==> src/rtl/relay_reg_bank.sv <==
// Bank of NUM_REGS relay data registers with a settle-delayed load FSM,
// a registered select-onto-bus path with conflict detection, and lamp outputs.
module relay_reg_bank #(
  parameter int unsigned WIDTH         = 8,
  parameter int unsigned NUM_REGS      = 4,
  parameter int unsigned SETTLE_CYCLES = 3,
  localparam int unsigned IDX_W        = $clog2(NUM_REGS)
) (
  input  logic                clk,
  input  logic                rst_n,
  input  logic                ld_req,
  input  logic [IDX_W-1:0]    ld_idx,
  input  logic                ld_src,
  input  logic [WIDTH-1:0]    alu_result,
  input  logic [WIDTH-1:0]    bus_in,
  input  logic [NUM_REGS-1:0] sel,
  output logic [WIDTH-1:0]    bus_out,
  output logic                bus_oe,
  output logic                ld_busy,
  output logic                ld_done,
  output logic                sel_conflict,
  output logic [NUM_REGS-1:0] led_load,
  output logic [NUM_REGS-1:0] led_sel
);

  typedef enum logic [1:0] {StIdle, StSettle, StCommit} state_e;

  localparam logic [3:0]          SettleCnt = 4'(SETTLE_CYCLES);
  localparam logic [NUM_REGS-1:0] OneSel    = NUM_REGS'(1);

  state_e              state_q;
  logic [3:0]          cnt_q;
  logic [IDX_W-1:0]    idx_q;
  logic [WIDTH-1:0]    data_q;
  logic [WIDTH-1:0]    regs_q [NUM_REGS];

  logic [WIDTH-1:0]    bus_out_q;
  logic                bus_oe_q;
  logic                sel_conflict_q;
  logic [NUM_REGS-1:0] led_sel_q;

  logic [WIDTH-1:0]    sel_data;
  logic                sel_any;
  logic                sel_multi;

  // Load FSM; operand and index are captured at acceptance so later input changes are ignored.
  always_ff @(posedge clk) begin
    if (!rst_n) begin
      state_q <= StIdle;
      cnt_q   <= '0;
      idx_q   <= '0;
      data_q  <= '0;
      for (int i = 0; i < NUM_REGS; i++) begin
        regs_q[i] <= '0;
      end
    end else begin
      case (state_q)
        StIdle: begin
          if (ld_req) begin
            idx_q   <= ld_idx;
            data_q  <= ld_src ? bus_in : alu_result;
            cnt_q   <= SettleCnt;
            state_q <= (SETTLE_CYCLES == 0) ? StCommit : StSettle;
          end
        end
        StSettle: begin
          cnt_q <= cnt_q - 4'd1;
          if (cnt_q <= 4'd1) begin
            state_q <= StCommit;
          end
        end
        StCommit: begin
          // An index with no matching register simply writes nothing.
          for (int i = 0; i < NUM_REGS; i++) begin
            if (idx_q == IDX_W'(i)) begin
              regs_q[i] <= data_q;
            end
          end
          state_q <= StIdle;
        end
        default: state_q <= StIdle;
      endcase
    end
  end

  always_comb begin
    sel_data = '0;
    for (int i = 0; i < NUM_REGS; i++) begin
      if (sel[i]) begin
        sel_data = sel_data | regs_q[i];
      end
    end
    sel_any   = |sel;
    sel_multi = |(sel & (sel - OneSel));
  end

  // Select path reads regs_q before any same-edge commit lands.
  always_ff @(posedge clk) begin
    if (!rst_n) begin
      bus_out_q      <= '0;
      bus_oe_q       <= 1'b0;
      sel_conflict_q <= 1'b0;
      led_sel_q      <= '0;
    end else begin
      bus_oe_q       <= sel_any && !sel_multi;
      bus_out_q      <= (sel_any && !sel_multi) ? sel_data : '0;
      sel_conflict_q <= sel_multi;
      led_sel_q      <= sel;
    end
  end

  always_comb begin
    led_load = '0;
    for (int i = 0; i < NUM_REGS; i++) begin
      if (ld_busy && (idx_q == IDX_W'(i))) begin
        led_load[i] = 1'b1;
      end
    end
  end

  assign ld_busy      = (state_q != StIdle);
  assign ld_done      = (state_q == StCommit);
  assign bus_out      = bus_out_q;
  assign bus_oe       = bus_oe_q;
  assign sel_conflict = sel_conflict_q;
  assign led_sel      = led_sel_q;

endmodule

==> config.mk <==
export PLATFORM = sky130hd
export DESIGN_NAME = relay_reg_bank
export DESIGN_NICKNAME = d
export VERILOG_FILES = /design/src/rtl/relay_reg_bank.sv
export SDC_FILE = /design/constraint.sdc
export NUM_CORES = 1
export LEC_CHECK = 0
export ABC_AREA = 1
export CAP_MARGIN = 20
export CORE_MARGIN = 3
export CORE_UTILIZATION = 40
export DETAILED_ROUTE_END_ITERATION = 8
export GPL_TIMING_DRIVEN = 0
export PLACE_DENSITY = 0.67
export SYNTH_ARGS = -nofsm -noshare
export SYNTH_HDL_FRONTEND = slang
export SYNTH_SLANG_ARGS = --single-unit
==> constraint.sdc <==
create_clock -name clk -period 2.15 [get_ports clk]
set_input_delay 0.215 -clock clk [delete_from_list [all_inputs] [get_ports clk]]
set_output_delay 0.215 -clock clk [all_outputs]
set_load 0.02 [all_outputs]
# --- Word-level counts from Yosys, hierarchy flattened ---
# Memory sizes are Yosys's and may differ from the RTL's.
# Cells that the tools add are included.
op_classes:
  eq_ne: 7
  n_mux: 35
  n_bitwise: 8
  addsub: 2
  n_reduce_logical: 16
  order_cmp: 1
op_table:
  columns: ["op", "count"]
  rows:
  - ["$mux W8", 9]
  - ["$or A8 B8 Y8", 3]
  - ["$mux W1", 21]
  - ["$pmux W4 S2", 1]
  - ["$reduce_and A2 Y1", 4]
  - ["$reduce_or A4 Y1", 2]
  - ["$sub A4 B1 Y4 const B", 2]
  - ["$eq A2 B2 Y1 const B", 3]
  - ["$logic_and A1 B1 Y1", 5]
  - ["$and A4 B4 Y4", 1]
  - ["$eq A2 B1 Y1 const B", 2]
  - ["$le A4 B1 Y1 const B", 1]
  - ["$logic_not A2 Y1", 2]
  - ["$mux W2", 2]
  - ["$mux W4", 1]
  - ["$ne A2 B2 Y1 const B", 2]
  - ["$or A1 B1 Y1", 4]
  - ["$pmux W2 S2", 1]
  - ["$reduce_bool A2 Y1", 2]
  - ["$logic_not A1 Y1", 1]
totals:
  regBits: 30
  ramBits: 32
  mem_count: 1
  wordCells: 78
memory_table:
  columns: ["memory", "depth", "word_bits", "rd", "rd_ports_with_merged_regs", "wr", "line_no", "rtl"]
  rows:
  - ["regs_q", 4, 8, 4, 0, 4, "35", "logic [WIDTH-1:0] regs_q [NUM_REGS];"]

# --- Longest topological paths before layout ---
# Gate-level depths: netlist of run 1.
logic_depth:
  depth_word: 7
  depth_mapped: 6

# --- Worst setup path after synthesis of run 1 ---
# OpenSTA, ideal clock, no wires.
synth_path:
  path_type: "reg-to-reg"
  start: "register state_q[1]"
  end: "memory regs_q[0][0] (enable)"
  t_required_ns: 1.821
  arrival_ns: 1.075
  stages_incl_launch_ff: 5
  setup_slack_ns: 0.746
  path_buffers: 0
  cell_sequence: "dfxtp_1 inv_4 nor2_8 nand3_1 nand2_1"
synth_lines:
  columns: ["item", "line_no", "rtl"]
  rows:
  - ["from (decl)", "31", "state_e state_q;"]
  - ["from (signal assigned)", "49", "state_q <= StIdle;"]
  - ["from (signal assigned)", "63", "state_q <= (SETTLE_CYCLES == 0) ? StCommit : StSettle;"]
  - ["from (signal assigned)", "69", "state_q <= StCommit;"]
  - ["to (decl)", "35", null]

# --- Worst setup path after layout of run 1 ---
layout_path:
  start: "register state_q[1]"
  end: "output ld_done"
layout_between:
  elab_chain_cells: 1
layout_lines:
  columns: ["item", "line_no", "rtl"]
  rows:
  - ["$eq A2 B2 Y1", "122", "assign ld_done = (state_q == StCommit);"]
  - ["to (decl)", "20", "output logic ld_done,"]
# No other way between the ends.

==> results of run 1 <==
==> registers in the layout, indices dropped and copies added (netlist names) <==
register      cells
state_q           2
bus_oe            1
bus_out           8
idx_q             2
led_sel           4
regs_q           32
data_q            8
cnt_q             4
sel_conflict      1
==> stage by stage <==
step                hold slack, ps  total power, mW  setup WS, ps  utilization, %
floorplan                      361             1.59           746               -
global placement               460             1.72           382            50.1
detailed placement             461             1.73           363            50.1
CTS                            189             2.79          5.11            53.2
global route                   211             2.89           101            53.3
finish                         201             2.76           182            53.3
==> metal layers <==
| metal | vias up | track usage, % | wire, um |
|---|---|---|---|
| li1 | 1054 | - | - |
| met1 | 863 | 18.4 | 2380 |
| met2 | 50 | 23.7 | 2390 |
| met3 | 7 | 3.20 | 221 |
| met4 | 0 | 8.65 | 84 |
| met5 | - | 0 | 0 |
==> cells by family after synthesis <==
logic type	after synthesis	synth area share, %
adders and majority gates	2	0.927
buffers and inverters	41	6.73
DFF	62	57.9
and+or+nand+nor	151	27.0
AOI/OAI and AO/OA	34	7.42
==> Yosys cell counts <==
cell type  number
nor2_4          2
edfxtp_1       32
nand3_2         1
nor3_1          5
buf_2           8
inv_1          27
o21ai_0        12
dfxtp_1        30
a21oi_2         8
nor2_8          1
nand2_4         1
ha_1            2
buf_8           1
a21oi_1        13
inv_4           1
o21ai_1         1
nand2_2         8
inv_2           2
buf_4           1
nand4_1         1
nand3_1        13
nor2_1         52
clkbuf_1        1
nand2_1        62
nand4_4         4
or2_2           1
==> worst min-delay path by stage <==
stage | end | slack, ps
after floorplan | idx_q[0]$_SDFFE_PN0P_ | 360
after global placement | data_q[0]$_SDFFE_PN0P_ | 460
after detailed placement | data_q[4]$_SDFFE_PN0P_ | 460
after CTS | cnt_q[1]$_SDFFE_PN0P_ | 190
after global routing | cnt_q[1]$_SDFFE_PN0P_ | 210
final | cnt_q[1]$_SDFFE_PN0P_ | 200
==> cell type report <==
type	count	area, um^2
clock inverter	6	77.6
inverter	30	115
fill	618	3020
buffer	11	66.3
tap	77	96.3
multi-input combinational	187	955
timing repair buffer	44	448
clock buffer	9	124
sequential	62	1560
==> report_power, final <==
part	internal, mW	switching, mW	total (mW)
Clock	0.634	0.432	1.07
Combinational	0.151	0.215	0.366
Sequential	1.30	0.0299	1.33
Total	2.09	0.678	2.76
==> critical path: stages, from the launching register on <==
cell and delay, ps:
dfxtp_1 480, inv_4 90, nor2_8 200, clkdlybuf4s50_1 650
==> repair_timing <==
item                                    in CTS  in global routing
resized for setup                            0                  3
endpoints found under the setup margin       0                  3
setup buffers                                0                  0
==> impl_metrics.ini, run 1 <==
[outcome]
status = complete, no violations

[finish]
layoutNonFillerInstCount = 426
layout-drive-gt1-share_pct = 14.9
layout_common_cells = 62 x nand2_1, 52 x nor2_1, 41 x clkdlybuf4s50_1
post-route-cell-area_um2 = 3440
antennaDiodeCount = 0
finalNetCount = 373
final_common_cell = nand2_1
area_growth_pct = 27.6

[cts]
cts_sinks = 62
clock_latency_ps = 340
cts_made_buffers = 9
postCtsHoldBufs = 0
path_clk_slew_ps = 60
cts_tree = built
cts_buffer_depth = 2
h-tree-depth = 3
cts_root_buffer = clkbuf_8

[worst_setup_path]
reg2reg_from = state_q[1]$_SDFFE_PN0P_
cp-end-kind = output pin
rr_worst_depth = 4
crit_required_ps = 1930
crit_path_max_fanout = 9
cp-startpoint = state_q[1]$_SDFFE_PN0P_
worst-setup-path-type = flop to output pin
r2r_end = regs_q[3][2]$_SDFFCE_PN0P_
endpoint = ld_done
arrival_ps = 1750
start_kind = flop
r2r_slack_ps = 600

[min_path]
worstHoldStart = rst_n
min_path_type = input pin to flop
hold_path_depth = 3

[timing]
hold_viol = 0
maxSlewViolCount = 0
setup_viol = 0
clock.fmax_mhz = 508
layout_min_cycle_time_ps = 1970
worstMarginPinSlew_ps = 395
skew_ps = 13.4
rsz0062_at_grt = no
tns_ps = 0
slew_headroom_pct = 73.6
fin_crit_sh_pct = 91.5

[logic_synthesis]
synth_top_area_share_pct = 35.6
ys_ff_latch = 62
synthCells = 290
synth.area.top_cells = edfxtp_1 36%, dfxtp_1 22%, nand2_1 8.6%
yosysTopAreaCell = edfxtp_1
syn-cell-area_um2 = 2700
syn_avg_cell_area_um2 = 9.30
ys_seq_area_share_pct = 57.9
synth_cell_types = 26
syn_nets = 318
yosys_warnings = 0

[floorplanning]
die_h_um = 88.1
die_area_um2 = 7770
die_w_um = 88.1
start_util_pct = 41.8
top_level_ports = 46
row_count = 29
core-area_um2 = 6460

[power_and_ir_drop]
power.density_nw_per_um2 = 803
p_leak_nw = 1.42
peakVddDrop_mv = 0.387

[placement]
gp_congestion = 0.823
numPortBuffers = 44
placed_cells_incl_taps = 411
dpl.hpwl_um = 3750
dpl_cell_area_um2 = 3230

[drt]
wire_per_inst_um = 11.9
routed_wl_um = 5080
drc = 0
drt.antenna.violating_nets = 0
vias = 1974
drt_pass1_iterations = 4
routed_via_density = 4.63
drtIter0Drc = 120

[global_routing]
antenna_found_initial = 0
grt_pass1_wl_um = 8630
grt_max_degree = 11
grt.total_usage_pct = 14.8
grt_pass1_vias = 1873
grt_overflow = 0

[flow_run]
drv_cap = 0
(Power assumes the default switching activity.)
==> run 2, diff against run 1 <==
--- a/config.mk
+++ b/config.mk
@@ -9,6 +9,7 @@
 export CAP_MARGIN = 20
 export CORE_MARGIN = 3
 export CORE_UTILIZATION = 40
+export CTS_BUF_LIST = sky130_fd_sc_hd__clkbuf_8 sky130_fd_sc_hd__clkbuf_16
 export DETAILED_ROUTE_END_ITERATION = 8
 export GPL_TIMING_DRIVEN = 0
 export PLACE_DENSITY = 0.67
==> results of run 2 <==
The final DEF is identical to that of run 1; final timing and power are the same.
==> variant 1: new RTL, settings of run 1 <==
Put a register stage on the output `led_load`, with the module's reset. The value now appears one clock later. The other outputs are not delayed to match.
--- a/src/rtl/relay_reg_bank.sv
+++ b/src/rtl/relay_reg_bank.sv
@@ -28,4 +28,6 @@
   localparam logic [3:0]          SettleCnt = 4'(SETTLE_CYCLES);
   localparam logic [NUM_REGS-1:0] OneSel    = NUM_REGS'(1);
+
+  logic [NUM_REGS-1:0] led_load_d;
 
   state_e              state_q;
@@ -111,8 +113,8 @@
 
   always_comb begin
-    led_load = '0;
+    led_load_d = '0;
     for (int i = 0; i < NUM_REGS; i++) begin
       if (ld_busy && (idx_q == IDX_W'(i))) begin
-        led_load[i] = 1'b1;
+        led_load_d[i] = 1'b1;
       end
     end
@@ -126,4 +128,12 @@
   assign led_sel      = led_sel_q;
 
+  always_ff @(posedge clk) begin
+    if (!rst_n) begin
+      led_load <= '0;
+    end else begin
+      led_load <= led_load_d;
+    end
+  end
+
 endmodule
 
Function: changed (a bounded check fails within 4 cycles, from zero or initial values and one cycle with rst_n low).
==> variant 1 against run 1 <==
  * Count of clock-buffer cells in the layout increased by 3
  * Routed wire length rose by 0.12%
  * Synthesized area is 1.7% higher
  * Maximum frequency up 2.1%
  * Total power down 1.8%
  * First-iteration DRC count decreased by 30%
  * Combinational power decreased by 8.7%
  * Cell area grew 0.44%
  * Setup slack better by 0.041 ns
  * Synthesized cell count grew 2.4%
  * Sequential cell count grew 4
  * Largest cell class unchanged
  * Highest routed layer unchanged
==> variant 1: results (changes against run 1) <==
Status: complete, no violations (unchanged)
DP Area: 3280 sq um (was 3230 sq um)
Met1 Use GR: 18.7% (was 18.4%)
First-pass GRT wire length: 8930 um (was 8630 um)
Slowest CP cell: clkdlybuf4s50_1 (unchanged)
Yosys Warn Count: 0 (unchanged)
M1 WL: 2380 um (about the same)
Worst VDD drop: 0.407 mV (was 0.387 mV)
Compound-Gate Fraction of Synth Area: 7.30% (was 7.42%)
Vias per cell: 4.65 (was 4.63)
Post-DP HPWL: 3940 um (was 3750 um)
Power Sequential: 1.42 mW (was 1.33 mW)
Drt wl/cell: 11.7 um (was 11.9 um)
Sequential area share after synthesis: 59.8% (was 57.9%)
Leak: 1.38 nW (was 1.42 nW)
GRT Util Overall: 14.9% (was 14.8%)
Starting DRT DRC Count: 84 (was 120)
WL met2: 2420 um (was 2390 um)
Switching Share: 24.7% (was 24.5%)
Max-cap viol count: 0 (unchanged)
Fin nets: 380 (was 373)
Metal3 WL: 218 um (was 221 um)
Commonest cells post-synth: nand2_1, nor2_1, dfxtp_1 (was nand2_1, nor2_1, edfxtp_1)
Adder-cell share of the synthesized area: 0.912% (was 0.928%)
Area contributors post-synth: edfxtp_1, dfxtp_1, nand2_1 (unchanged)
Ys flop type: dfxtp_1 (was edfxtp_1)
Mapped Nets: 325 (was 318)
P_clk: 0.966 mW (was 1.07 mW)
R2r setup slk: 0.70 ns (was 0.60 ns)
Htree depth: 3 (unchanged)
FF-to-FF End: regs_q[2][4]$_SDFFCE_PN0P_ (was regs_q[3][2]$_SDFFCE_PN0P_)
Post-synth cell types: 23 (was 26)
Clock network power share: 35.6% (was 38.6%)
Met3 Resource Use GR: 2.98% (was 3.20%)
Layout cells sized above 1: 11.5% (was 14.9%)
Vias in the first global route: 1961 (was 1873)
TritonCTS buffer count: 9 (unchanged)
Clock Skew: 0.00600 ns (was 0.0134 ns)
Met2 GRT Util: 23.9% (was 23.7%)
EDFF count, synth: 32 (unchanged)
Gpl congestion: 0.737 (was 0.823)
[variant 1: final cells by class]
cell class | count | area (sq um)
tap | 77 | 96.3
inverter | 32 | 120
multi-input combinational | 190 | 928
timing repair buffer | 44 | 440
fill | 588 | 3040
buffer | 9 | 53.8
clock inverter | 4 | 42.5
sequential | 66 | 1640
clock buffer | 12 | 135
[variant 1: through the flow]
| stage | cells | hold WS, ns | worst slack (ns) | util (%) |
|---|---|---|---|---|
| final | 434 | 0.217 | 0.223 | 53.2 |
| after global routing | 434 | 0.227 | 0.151 | 53.2 |
| after CTS | 434 | 0.207 | 0.193 | 53.2 |
| after detailed placement | 418 | 0.470 | 0.571 | 50.5 |
| after global placement | 418 | 0.466 | 0.587 | 50.5 |
| after floorplan | 297 | 0.378 | 0.789 | - |
[variant 1: critical path: cells and delay by family (launching register included)]
kind / cells / cell delay, ns
buffers and inverters: 2 / 0.75
flip-flops: 1 / 0.42
AND/OR/NAND/NOR: 1 / 0.21
==> variant 2: new RTL, config.mk and constraints of run 1 <==
Without the edit above. The parameter `NUM_REGS` goes from 4 to 8.
--- a/src/rtl/relay_reg_bank.sv
+++ b/src/rtl/relay_reg_bank.sv
@@ -3,5 +3,5 @@
 module relay_reg_bank #(
   parameter int unsigned WIDTH         = 8,
-  parameter int unsigned NUM_REGS      = 4,
+  parameter int unsigned NUM_REGS      = 8,
   parameter int unsigned SETTLE_CYCLES = 3,
   localparam int unsigned IDX_W        = $clog2(NUM_REGS)
Ports: changed (resized ld_idx, led_load, led_sel and sel); port bits go from 46 to 59. No check against the original RTL was run, so the function may have changed too.
==> variant 2 against run 1 <==
  * Routed wire length rose by 83%
  * Sequential cell count is 37 higher
  * Die area rose by 47%
  * Cell area is 45% higher
  * Synthesized area rose by 51%
  * Total power is 39% higher
  * First-iteration DRC count increased by 48%
  * Hold slack worse by 0.020 ns
  * Setup slack worse by 0.048 ns
  * Count of clock-buffer cells in the layout increased by 2
  * Clock skew is 0.0056 ns lower
  * Critical endpoint is now led_load[2]
==> variant 2: results (changes against run 1) <==
CP max stage delay: 0.62 ns (was 0.65 ns)
Clock Skew: 0.00783 ns (was 0.0134 ns)
Placed instance count: 594 (was 411)
Arr. time, crit path: 1.80 ns (was 1.75 ns)
Leak: 2.00 nW (was 1.42 nW)
Slew @ Worst Pin: 0.830 ns (was 0.395 ns)
CTS root buf: clkbuf_8 (unchanged)
Layout cells sized above 1: 9.85% (was 14.9%)
Clock latency at the later pin of the worst-skew pair: 0.36 ns (was 0.34 ns)
Port Buffers: 55 (was 44)
Pre-CTS setup slack: -0.00547 ns (was 0.363 ns)
Ys async rst share: 0% (unchanged)
Worst-case clock buffer depth: 2 (unchanged)
Vias in the first global route: 2948 (was 1873)
EDFF count, synth: 64 (was 32)
Most flops, register: regs_q (unchanged)
R2r setup slk: 0.28 ns (was 0.60 ns)
Commonest cells post-synth: nand2_1, edfxtp_1, nor2_1 (was nand2_1, nor2_1, edfxtp_1)
Setup WS post-layout: 0.134 ns (was 0.182 ns)
Fill cell count: 886 (was 618)
First-pass GRT wire length: 14800 um (was 8630 um)
Slowest CP cell: clkdlybuf4s50_1 (unchanged)
Sequential area share after synthesis: 64.3% (was 57.9%)
Post-DP HPWL: 6730 um (was 3750 um)
Htree depth: 3 (unchanged)
Post-CTS Setup Bufs: 0 (unchanged)
Vias per cell: 4.99 (was 4.63)
Fin nets: 505 (was 373)
Post-synth cell types: 28 (was 26)
Flip-flop count of the largest register after layout: 64 (was 32)
Total number of vias: 3045 (was 1974)
Cells after Synth: 404 (was 290)
Number of diodes: 0 (unchanged)
GRT Util Overall: 17.0% (was 14.8%)
Mapped Nets: 437 (was 318)
Worst VDD drop: 0.325 mV (was 0.387 mV)
Worst Path Max Fanout: 10 (was 9)
DR pass1 iterations: 5 (was 4)
Switch Pwr: 0.986 mW (was 0.678 mW)
Area contributors post-synth: edfxtp_1, dfxtp_1, nand2_1 (unchanged)
Largest net degree at the start of global routing: 17 (was 11)
Gpl congestion: 0.791 (was 0.823)
Reg clk slew, reported paths: 0.09 ns (was 0.06 ns)
Drt wl/cell: 15.2 um (was 11.9 um)
Status: complete, no violations (unchanged)
Starting DRT DRC Count: 178 (was 120)
variant 2: repair_timing:
action	CTS	global route
cloned	0	0
resized for setup	5	2
setup endpoints to repair	11	6
variant 2: power by group through the flow:
stage	clock network [mW]	logic [mW]	registers [mW]
floorplan	0	0.304	2.22
global placement	0	0.502	2.22
detailed placement	0	0.516	2.22
CTS	1.17	0.519	2.18
global route	1.23	0.576	2.19
finish	1.15	0.516	2.18
variant 2: cell type report:
class,count,area (sq um),share of cell area [%]
Clock inverter,5,53.8,1.08
Timing Repair Buffer,57,562,11.2
Clock buffer,11,131,2.63
Tap cell,133,166,3.33
Buffer,16,101,2.03
Inverter,43,161,3.23
Sequential cell,99,2620,52.5
Multi-Input combinational cell,246,1200,24.0
variant 2: metal layers:
metal / GRT usage (%) / wire length [um] / up-vias
met2: 27.6 / 4550 / 110
li1: - / - / 1494
met5: 0 / 0 / -
met1: 22.2 / 3940 / 1425
met3: 3.01 / 578 / 16
met4: 7.76 / 209 / 0
variant 2: cell families after synthesis:
logic type | share of synthesized area, %
flip-flops | 64.3
AO/OA/AOI/OAI | 6.69
AND/OR/NAND/NOR | 22.0
adder cells (fa/ha/maj) | 0.613
buffers and inverters | 6.44
variant 2: critical path, delay by kind of cell (launching register included):
| kind | cells | cell delay (ns) |
|---|---|---|
| DFF | 1 | 0.38 |
| and+or+nand+nor | 2 | 0.29 |
| buffers and inverters | 2 | 0.78 |
variant 2: final timing paths:
path	to	depth (start not counted)	from
max	led_load[2]	4	idx_q[0]$_SDFFE_PN0P_
min	led_sel[7]$_SDFF_PN0_	3	sel[7]
max reg2reg	regs_q[1][29]$_DFFE_PP_	4	idx_q[1]$_SDFFE_PN0P_
min reg2reg	cnt_q[3]$_SDFFE_PN0P_	2	cnt_q[3]$_SDFFE_PN0P_
variant 2: through the flow:
| stage | hold slack [ns] | instance area (sq um) |
|---|---|---|
| finish | 0.181 | 5000 |
| global route | 0.182 | 5000 |
| CTS | 0.179 | 5000 |
| detailed placement | 0.457 | 4810 |
| global placement | 0.454 | 4800 |
| floorplan | 0.393 | 4080 |
